$ cat config.mk
export PLATFORM = sky130hd
export DESIGN_NAME = cdb_arbiter_flat
export DESIGN_NICKNAME = d
export VERILOG_FILES = /design/src/rtl/cdb_arbiter_if.sv /design/src/rtl/cdb_arbiter.sv /design/src/flat_wrapper.sv
export SDC_FILE = /design/constraint.sdc
export NUM_CORES = 1
export LEC_CHECK = 0
export ABC_AREA = 1
export BUFFER_PORTS_ARGS = -buffer_cell sky130_fd_sc_hd__buf_2
export CORE_ASPECT_RATIO = 1.75
export CORE_MARGIN = 1.5
export CORE_UTILIZATION = 60
export CTS_CLUSTER_DIAMETER = 30
export DETAILED_ROUTE_END_ITERATION = 7
export PLACE_DENSITY = 0.79
export SLEW_MARGIN = 30
export SYNTH_ARGS = -nofsm -noshare
export SYNTH_HDL_FRONTEND = slang
export SYNTH_SLANG_ARGS = --single-unit
export TNS_END_PERCENT = 20
$ cat constraint.sdc
create_clock -name clock -period 4.8 [get_ports clock]
set_input_delay 0.96 -clock clock [delete_from_list [all_inputs] [get_ports clock]]
set_output_delay 0.96 -clock clock [all_outputs]
set_load 0.005 [all_outputs]
$ cat src/rtl/cdb_arbiter_if.sv
// cdb_arbiter_if: functional-unit result handshake and Common Data Bus broadcast bundle.
// Shared by the FU side (master) and the arbiter (slave).
interface cdb_arbiter_if #(
  parameter int unsigned WAYS   = 3,
  parameter int unsigned NUM_FU = 4,
  parameter int unsigned XLEN   = 32,
  parameter int unsigned PRF    = 64
);
  localparam int unsigned TagW = $clog2(PRF);

  logic                             squash;
  logic [NUM_FU-1:0]                fu_valid;
  logic [NUM_FU-1:0][XLEN-1:0]      fu_data;
  logic [NUM_FU-1:0][TagW-1:0]      fu_prf_idx;
  logic [NUM_FU-1:0]                fu_ready;
  logic [WAYS-1:0][XLEN-1:0]        CDB_Data;
  logic [WAYS-1:0][TagW-1:0]        CDB_PRF_idx;
  logic [WAYS-1:0]                  CDB_valid;

  modport master (
    output squash, fu_valid, fu_data, fu_prf_idx,
    input  fu_ready, CDB_Data, CDB_PRF_idx, CDB_valid
  );

  modport slave (
    input  squash, fu_valid, fu_data, fu_prf_idx,
    output fu_ready, CDB_Data, CDB_PRF_idx, CDB_valid
  );
endinterface

$ cat src/rtl/cdb_arbiter.sv
// cdb_arbiter: buffers results from NUM_FU functional units in per-source FIFOs and
// broadcasts up to WAYS of them per cycle on the CDB, round-robin, LSB-packed.
// Optional macro CDB_ARB_BYPASS_EN: an empty source's incoming result may be granted
// in the same cycle (1-cycle latency) without being written to its FIFO.
module cdb_arbiter #(
  parameter int unsigned WAYS   = 3,
  parameter int unsigned NUM_FU = 4,
  parameter int unsigned XLEN   = 32,
  parameter int unsigned PRF    = 64,
  parameter int unsigned DEPTH  = 2
) (
  input  logic         clock,
  input  logic         reset,
  cdb_arbiter_if.slave bus
);

  localparam int unsigned TagW     = $clog2(PRF);
  localparam int unsigned PtrW     = (DEPTH > 1) ? $clog2(DEPTH) : 1;
  localparam int unsigned CntW     = PtrW + 1;
  localparam int unsigned RrW      = (NUM_FU > 1) ? $clog2(NUM_FU) : 1;
  localparam int unsigned SlotIdxW = (WAYS > 1) ? $clog2(WAYS) : 1;

`ifdef CDB_ARB_BYPASS_EN
  localparam bit BypassEn = 1'b1;
`else
  localparam bit BypassEn = 1'b0;
`endif

  // FIFO storage and bookkeeping
  logic [XLEN-1:0]  r_data  [NUM_FU][DEPTH];
  logic [TagW-1:0]  r_tag   [NUM_FU][DEPTH];
  logic [PtrW-1:0]  r_head  [NUM_FU];
  logic [PtrW-1:0]  r_tail  [NUM_FU];
  logic [CntW-1:0]  r_count [NUM_FU];
  logic [RrW-1:0]   r_rr_ptr;

  // registered CDB outputs
  logic [WAYS-1:0]            r_cdb_valid;
  logic [WAYS-1:0][XLEN-1:0]  r_cdb_data;
  logic [WAYS-1:0][TagW-1:0]  r_cdb_tag;

  logic [NUM_FU-1:0]          w_ready;
  logic [NUM_FU-1:0]          w_accept;
  logic [NUM_FU-1:0]          w_push;
  logic [NUM_FU-1:0]          w_pop;
  logic [NUM_FU-1:0]          w_bypass;
  logic [WAYS-1:0]            w_slot_valid;
  logic [WAYS-1:0][XLEN-1:0]  w_slot_data;
  logic [WAYS-1:0][TagW-1:0]  w_slot_tag;
  logic [RrW-1:0]             w_last_src;
  logic                       w_any_grant;
  logic [RrW-1:0]             w_rr_next;

  // Ready depends only on registered occupancy; a full FIFO refuses even if popped now.
  always_comb begin
    for (int unsigned s = 0; s < NUM_FU; s++) begin
      w_ready[s]  = (r_count[s] != CntW'(DEPTH));
      w_accept[s] = bus.fu_valid[s] & w_ready[s] & ~bus.squash;
      w_push[s]   = w_accept[s] & ~w_bypass[s];
    end
  end

  // Round-robin scan from r_rr_ptr; k-th grant lands in slot k so valids stay LSB-packed.
  always_comb begin : sel_comb
    int unsigned n_sel;
    int unsigned src;
    n_sel        = 0;
    src          = 0;
    w_pop        = '0;
    w_bypass     = '0;
    w_slot_valid = '0;
    w_slot_data  = '0;
    w_slot_tag   = '0;
    w_last_src   = r_rr_ptr;
    w_any_grant  = 1'b0;
    for (int unsigned i = 0; i < NUM_FU; i++) begin
      src = 32'(r_rr_ptr) + i;
      if (src >= NUM_FU) src = src - NUM_FU;
      if ((n_sel < WAYS) && !bus.squash) begin
        if (r_count[RrW'(src)] != '0) begin
          w_pop[RrW'(src)]                  = 1'b1;
          w_slot_valid[SlotIdxW'(n_sel)]    = 1'b1;
          w_slot_data[SlotIdxW'(n_sel)]     = r_data[RrW'(src)][r_head[RrW'(src)]];
          w_slot_tag[SlotIdxW'(n_sel)]      = r_tag[RrW'(src)][r_head[RrW'(src)]];
          w_last_src                        = RrW'(src);
          w_any_grant                       = 1'b1;
          n_sel                             = n_sel + 1;
        end else if (BypassEn && bus.fu_valid[RrW'(src)] && w_ready[RrW'(src)]) begin
          w_bypass[RrW'(src)]               = 1'b1;
          w_slot_valid[SlotIdxW'(n_sel)]    = 1'b1;
          w_slot_data[SlotIdxW'(n_sel)]     = bus.fu_data[RrW'(src)];
          w_slot_tag[SlotIdxW'(n_sel)]      = bus.fu_prf_idx[RrW'(src)];
          w_last_src                        = RrW'(src);
          w_any_grant                       = 1'b1;
          n_sel                             = n_sel + 1;
        end
      end
    end
  end

  // Next round-robin start: one past the last granted source, wrapping at NUM_FU.
  always_comb begin
    w_rr_next = r_rr_ptr;
    if (w_any_grant) begin
      w_rr_next = (w_last_src == RrW'(NUM_FU - 1)) ? '0 : w_last_src + RrW'(1);
    end
  end

  // FIFO payload write; contents need no reset since occupancy gates every read.
  always_ff @(posedge clock) begin
    for (int unsigned s = 0; s < NUM_FU; s++) begin
      if (w_push[s]) begin
        r_data[s][r_tail[s]] <= bus.fu_data[s];
        r_tag[s][r_tail[s]]  <= bus.fu_prf_idx[s];
      end
    end
  end

  // FIFO pointers and occupancy; squash empties everything.
  always_ff @(posedge clock or negedge reset) begin
    if (!reset) begin
      for (int unsigned s = 0; s < NUM_FU; s++) begin
        r_head[s]  <= '0;
        r_tail[s]  <= '0;
        r_count[s] <= '0;
      end
    end else if (bus.squash) begin
      for (int unsigned s = 0; s < NUM_FU; s++) begin
        r_head[s]  <= '0;
        r_tail[s]  <= '0;
        r_count[s] <= '0;
      end
    end else begin
      for (int unsigned s = 0; s < NUM_FU; s++) begin
        if (w_push[s]) r_tail[s] <= r_tail[s] + PtrW'(1);
        if (w_pop[s])  r_head[s] <= r_head[s] + PtrW'(1);
        if (w_push[s] && !w_pop[s]) begin
          r_count[s] <= r_count[s] + CntW'(1);
        end else if (!w_push[s] && w_pop[s]) begin
          r_count[s] <= r_count[s] - CntW'(1);
        end
      end
    end
  end

  // Round-robin pointer; held across squash.
  always_ff @(posedge clock or negedge reset) begin
    if (!reset) begin
      r_rr_ptr <= '0;
    end else if (!bus.squash) begin
      r_rr_ptr <= w_rr_next;
    end
  end

  // CDB output registers; idle slots keep their last payload, consumers gate on valid.
  always_ff @(posedge clock or negedge reset) begin
    if (!reset) begin
      r_cdb_valid <= '0;
      r_cdb_data  <= '0;
      r_cdb_tag   <= '0;
    end else if (bus.squash) begin
      r_cdb_valid <= '0;
    end else begin
      r_cdb_valid <= w_slot_valid;
      for (int unsigned k = 0; k < WAYS; k++) begin
        if (w_slot_valid[k]) begin
          r_cdb_data[k] <= w_slot_data[k];
          r_cdb_tag[k]  <= w_slot_tag[k];
        end
      end
    end
  end

  assign bus.fu_ready    = w_ready;
  assign bus.CDB_valid   = r_cdb_valid;
  assign bus.CDB_Data    = r_cdb_data;
  assign bus.CDB_PRF_idx = r_cdb_tag;

endmodule
$ cat src/flat_wrapper.sv
// flat-port wrapper written by rule: the top's interface ports become plain ports
module cdb_arbiter_flat 
#(
  parameter int unsigned WAYS   = 3,
  parameter int unsigned NUM_FU = 4,
  parameter int unsigned XLEN   = 32,
  parameter int unsigned PRF    = 64,
  parameter int unsigned DEPTH  = 2
)
  (clock, reset, bus_squash, bus_fu_valid, bus_fu_data, bus_fu_prf_idx, bus_fu_ready, bus_CDB_Data, bus_CDB_PRF_idx, bus_CDB_valid);
  cdb_arbiter_if #(.WAYS(WAYS), .NUM_FU(NUM_FU), .XLEN(XLEN), .PRF(PRF)) bus_i ();
  input  logic clock;
  input  logic reset;
  input wire logic [$bits(bus_i.squash)-1:0] bus_squash;
  input wire logic [$bits(bus_i.fu_valid)-1:0] bus_fu_valid;
  input wire logic [$bits(bus_i.fu_data)-1:0] bus_fu_data;
  input wire logic [$bits(bus_i.fu_prf_idx)-1:0] bus_fu_prf_idx;
  output wire logic [$bits(bus_i.fu_ready)-1:0] bus_fu_ready;
  output wire logic [$bits(bus_i.CDB_Data)-1:0] bus_CDB_Data;
  output wire logic [$bits(bus_i.CDB_PRF_idx)-1:0] bus_CDB_PRF_idx;
  output wire logic [$bits(bus_i.CDB_valid)-1:0] bus_CDB_valid;
  assign bus_i.squash = bus_squash;
  assign bus_i.fu_valid = bus_fu_valid;
  assign bus_i.fu_data = bus_fu_data;
  assign bus_i.fu_prf_idx = bus_fu_prf_idx;
  assign bus_fu_ready = bus_i.fu_ready;
  assign bus_CDB_Data = bus_i.CDB_Data;
  assign bus_CDB_PRF_idx = bus_i.CDB_PRF_idx;
  assign bus_CDB_valid = bus_i.CDB_valid;
  cdb_arbiter #(.WAYS(WAYS), .NUM_FU(NUM_FU), .XLEN(XLEN), .PRF(PRF), .DEPTH(DEPTH)) u_core (.clock(clock), .reset(reset), .bus(bus_i));
endmodule
### Yosys cells after proc, flatten, opt, wreduce, memory -nomap -nowiden

Memories as Yosys holds them, arrays and structs flattened.
Index checks and enable logic that the tools add are counted.

| word-level totals | value |
|---|---|
| flip-flop bits (word level) | 135 |
| latch bits | 0 |
| memory bits (writable) | 304 |
| memory bits (read-only) | 0 |
| input bits | 159 |
| word-level logic and storage cells | 353 |
| memories | 2 |

Memory list:

| name | depth | width | rd ports | clocked after Yosys merged registers in | wr ports | line | RTL |
|---|---|---|---|---|---|---|---|
| u_core.r_data | 4 | 64 | 4 | 0 | 4 | cdb_arbiter.sv:30 | `logic [XLEN-1:0] r_data [NUM_FU][DEPTH];` |
| u_core.r_tag | 4 | 12 | 4 | 0 | 4 | cdb_arbiter.sv:31 | `logic [TagW-1:0] r_tag [NUM_FU][DEPTH];` |

| cells by class | value |
|---|---|
| $add $sub $neg | 26 |
| multiply operators | 0 |
| divide/modulo/power cells | 0 |
| order comparisons | 37 |
| equality and inequality tests | 5 |
| shift operators | 0 |
| muxes and demuxes | 185 |
| bitwise logic cells | 27 |
| reductions and logical operators | 51 |

Operator list:

| operator | count |
|---|---|
| two-way mux 32 bit | 26 |
| two-way mux 96 bit | 6 |
| bitwise mux 96 bit | 3 |
| two-way mux 64 bit | 4 |
| demux 32 bit (select 2 bit) | 3 |
| demux 32 bit (select 1 bit) | 4 |
| two-way mux 6 bit | 21 |
| two-way mux 18 bit | 6 |
| < comparator 32 x 2 -> 1 bit, second input constant | 3 |
| adder 32 x 1 -> 32 bit, second input constant | 2 |
| two-way mux 2 bit | 29 |
| bitwise mux 18 bit | 3 |
| two-way mux 12 bit | 4 |
| two-way mux 4 bit | 10 |
| demux 6 bit (select 2 bit) | 3 |
| two-way mux 1 bit | 36 |
| demux 6 bit (select 1 bit) | 4 |
| nonzero test 2 bit | 12 |
| logical AND 1 bit | 22 |
| >= comparator 3 bit, second input constant | 7 |
| < comparator 2 x 3 -> 1 bit, second input constant | 7 |
| two-way mux 3 bit | 7 |
| binary-select mux 2 bit (select 2 bit) | 4 |
| >= comparator 2 bit, second input constant | 8 |
| other kinds (23) | 97 |

### Depth between registers and ports, before layout

| depth | value |
|---|---|
| depth in word-level cells | 23 |
| gate-level depth with buffers | 31 |
| mapped depth without buffers | 26 |

### Worst setup path before layout

Ideal clock, no wire load.

| path | value |
|---|---|
| kind | flip-flop to flip-flop |
| start | register u_core.r_rr_ptr[0] |
| end | register u_core.r_cdb_tag (netlist bit u_core.bus.CDB_PRF_idx[5]) |
| data arrival time | 3.975 ns |
| data required time | 4.677 ns |
| setup slack | 0.701 ns |
| cell stages (with the launch flop) | 30 |
| cell sequence | dfrtp_1 -> inv_2 -> buf_2 -> clkbuf_1 -> buf_2 -> ha_1 -> buf_2 -> nand3_1 -> nand2_1 -> ha_1 -> inv_1 -> nor2_1 -> ha_1 -> inv_1 -> nand2_1 -> nor2_1 -> nand3_1 -> nand2_2 -> nand2_1 -> nand2_2 -> inv_2 -> nand2_2 -> nor2_4 -> inv_2 -> nand2_2 -> inv_1 -> buf_4 -> buf_4 -> nand2_1 -> o21ai_1 |

| between the ends | value |
|---|---|
| longest elaborated chain between the ends | 23 |

Ends and longest elaborated chain:

| item | line | RTL |
|---|---|---|
| from (decl) | cdb_arbiter.sv:35 | `logic [RrW-1:0] r_rr_ptr;` |
| from (signal assigned) | cdb_arbiter.sv:151 | `r_rr_ptr <= w_rr_next;` |
| branches (longest 23 deep; another with adder 32 x 1 -> 32 bit) | n/a |  |
| to (signal, indexed assignment) | cdb_arbiter.sv:168 | `r_cdb_tag[k] <= w_slot_tag[k];` |
| to (decl) | cdb_arbiter.sv:40 | `logic [WAYS-1:0][TagW-1:0] r_cdb_tag;` |

Several ways; the timed one is not identified. The select of a mux whose other input is x is not followed.
A chain may end at the register's enable or synchronous reset.

### Final worst setup path

| path | value |
|---|---|
| start | register u_core.r_rr_ptr[0] |
| end | register u_core.r_cdb_data (netlist bit u_core.bus.CDB_Data[78]) |

| between the ends | value |
|---|---|
| longest elaborated chain between the ends | 23 |

Ends and longest elaborated chain:

| item | line | RTL |
|---|---|---|
| branches (longest 23 deep; another with adder 32 x 1 -> 32 bit) | n/a |  |
| to (signal, indexed assignment) | cdb_arbiter.sv:167 | `r_cdb_data[k] <= w_slot_data[k];` |
| to (decl) | cdb_arbiter.sv:39 | `logic [WAYS-1:0][XLEN-1:0] r_cdb_data;` |

Several ways; the timed one is not identified. The select of a mux whose other input is x is not followed.

==> run_results.csv <==
group,metric,value,unit
global_routing,antenna_found_initial,3,
clock_network,tritoncts,"done",
setup_path,arrival,4690,ps
sta,maxSlewViolCount,0,
global_routing,grt_pass1_vias,23200,
sta,worst_pin_slew,1240,ps
floorplan,start_util,60.5,%
sta,max_freq,242,MHz
synth,syn_inst,3300,
finish,design_area,29300,µm²
clock_network,clock_path_buffers,3,
pwr,p_leak,12.7,nW
synth,ys_seq_elements,439,
drt,met3_length,9130,µm
synth,yosys-top-cells-area,"edfxtp_1 36%, nand2_1 16%, dfrtp_1 13%",
clock_network,cts_hold_buf,0,
finish,fin_nets,3636,
drt,drt_iter0_drc,2859,
drt,wirelength,87200,µm
drt,drt-met1-wl,33300,µm
floorplan,core_area,42400,µm²
sta,setup_ws,667,ps
setup_path,r2r_slack,670,ps
global_routing,grtUsageTotal,39.3,%
drt,highest_layer,"met5",
floorplan,std_cell_rows,100,
setup_path,rr_worst_depth,23,
setup_path,r2r-start,"u_core.r_rr_ptr[0]",
floorplan,ios,280,
clock_network,htreeDepth,2,
drt,viasPerCell,6.03,
setup_path,critPathKind,"register to register",
place,dp_slack,673,ps
pwr,powerDensity,845,nW/µm²
status,status,"complete, no violations",
drt,vias,24600,
global_routing,grt_first_pass_wirelength,133000,µm
clock_network,cts_root_buf,"clkbuf_16",
setup_path,crit_required,5360,ps
sta,setup_viol,0,
synth,synth_cell_type_count,37,
place,place_hpwl,60700,µm
sta,worst_clock_skew,33.3,ps
place,portBuffers,279,
finish,layout_commonest_cell,"nand2_1",
finish,drive_gt1_share,14.2,%
place,place_area,27200,µm²
synth,syn_area,25700,µm²
synth,ys_seq_area_share,48.8,%
sta,hold_violations,0,
clock_network,cts.sinks,439,
drt,first_pass_iters,8,
finish,n_fill_cell,3431,
clock_network,path_clk_slew,60,ps
drt,drc,0,
setup_path,r2r-end,"u_core.bus.CDB_Data[78]",
floorplan,dieArea,44100,µm²
setup_path,cp-start-kind,"register",
drt,wl_met2,40200,µm
clock_network,numCtsBuffers,61,
floorplan,die_w,159,µm
sta,tns,0,ps
sta,post-route-period-util,86.1,%
sta,rsz0062_at_grt,"no",
synth,yosys_warnings,0,
synth,synth_top_area_share,35.6,%
place,gp_congestion,1.03,
pwr,ir_worst_vdd,0.510,mV
synth,netlist.top_cell.by_area,"edfxtp_1",
clock_network,cts_resized,0,
setup_path,cp-end-kind,"register",
clock_network,post_cts.repair.setup_buffers,0,
finish,final_cell_mix,"1092 x nand2_1, 608 x o21ai_0, 304 x edfxtp_1",
finish,area_growth,14.4,%
sta,maxSlewHeadroom,17.5,%
global_routing,grt_overflow,0,
clock_network,clock_latency,630,ps
synth,synth_nets,3473,
floorplan,die_y,277,µm
drt,wl_per_cell,21.4,µm
run,maxCapViolations,0,
setup_path,critPathMaxFanout,48,
sta,period_minus_slack,4130,ps
global_routing,grt_max_degree,252,
synth,syn_avg_cell_area,7.77,µm²
worst_hold_path,hp-class,"input port to asynchronous set/reset pin",
sta,hold_slack,367,ps
drt,drtAntennaViolNets,0,
report_power, final:
part	total (mW)	switching [mW]	internal, mW	leakage [nW]
Clock	4.56	1.96	2.59	1.04
Sequential	5.24	0.419	4.82	4.51
Combinational	15.0	10.9	4.09	7.13
critical path, cell delays in order (launching register included):
cell,delay [ps]
dfrtp_4,570
clkinv_2,250
o21ai_2,130
nand3_1,140
nand3_4,200
inv_2,50
ha_1,290
inv_1,70
nor2_1,70
ha_1,190
inv_1,50
nand2_1,60
nor2_1,100
nand3_1,150
nand2_2,180
nand2_1,80
nand2_2,120
inv_2,60
nand3_2,60
buf_4,360
nand2_2,120
inv_2,470
nand2_1,150
nand2_1,110
worst max-delay path by stage:
| stage | startpoint | endpoint | slack, ps |
|---|---|---|---|
| 2_1_floorplan | u_core.r_rr_ptr[0] | u_core.bus.CDB_PRF_idx[5] | 700 |
| 3_3_place_gp | bus_squash | u_core.bus.CDB_Data[92] | 830 |
| 3_5_place_dp | bus_squash | u_core.bus.CDB_Data[82] | 670 |
| 4_1_cts | u_core.r_rr_ptr[0] | u_core.bus.CDB_Data[78] | 690 |
| 5_1_grt | u_core.r_rr_ptr[0] | u_core.bus.CDB_Data[82] | 180 |
| 6_report | u_core.r_rr_ptr[0] | u_core.bus.CDB_Data[78] | 670 |
layout make-up:
class / instances / area [µm²] / share of cell area [%]
diodes: 2 / 5.00 / 0.0171
clock buffers: 68 / 1610 / 5.47
clock inverters: 48 / 499 / 1.70
inverters: 286 / 1080 / 3.68
multi-input cells: 2340 / 11000 / 37.5
flip-flops and latches: 439 / 12500 / 42.6
well taps: 561 / 702 / 2.39
repair buffers: 335 / 1930 / 6.56
cells in the mapped netlist (all sizes together):
cell type  instances
o211ai           147
clkbuf           130
or2                5
a31oi              2
nor2             100
o21a               3
a21oi             49
nor3              15
inv              286
buf              105
nand4              5
ha                14
edfxtp           304
a22o               8
o22ai              7
o21ai            780
nand2           1101
mux2i             14
nand3             89
dfrtp            135
xnor2              1
registers in the layout, summed over array words and instances (netlist names):
register / flops
u_core.r_count: 8
u_core.r_tail: 4
u_core.bus.CDB_PRF_idx: 18
u_core.r_rr_ptr: 2
u_core.r_tag: 48
u_core.bus.CDB_valid: 3
u_core.bus.CDB_Data: 96
u_core.r_head: 4
u_core.r_data: 256
kinds of logic after synthesis:
family / Yosys count / share of synthesized area (%)
buf+inv: 521 / 8.73
compound gates: 996 / 21.1
xor+xnor: 1 / 0.0341
simple gates: 1315 / 20.1
flops: 439 / 48.8
fa+ha+maj: 14 / 0.683
mux: 14 / 0.546
through the flow:
stage	util, %	std cells	total power [mW]
6_report	69.2	4079	24.8
5_1_grt	69.2	4079	26.4
4_1_cts	69.2	4077	24.3
3_5_place_dp	64.2	3961	19.8
3_3_place_gp	64.1	3959	19.4
2_1_floorplan	-	3300	15.0
routing by layer:
layer / vias up / track usage [%]
li1: 11400 / -
met1: 11400 / 50.6
met2: 1435 / 63.2
met3: 266 / 7.88
met4: 2 / 19.7
met5: - / 0
Note: power is estimated with default switching activity, not from simulation.
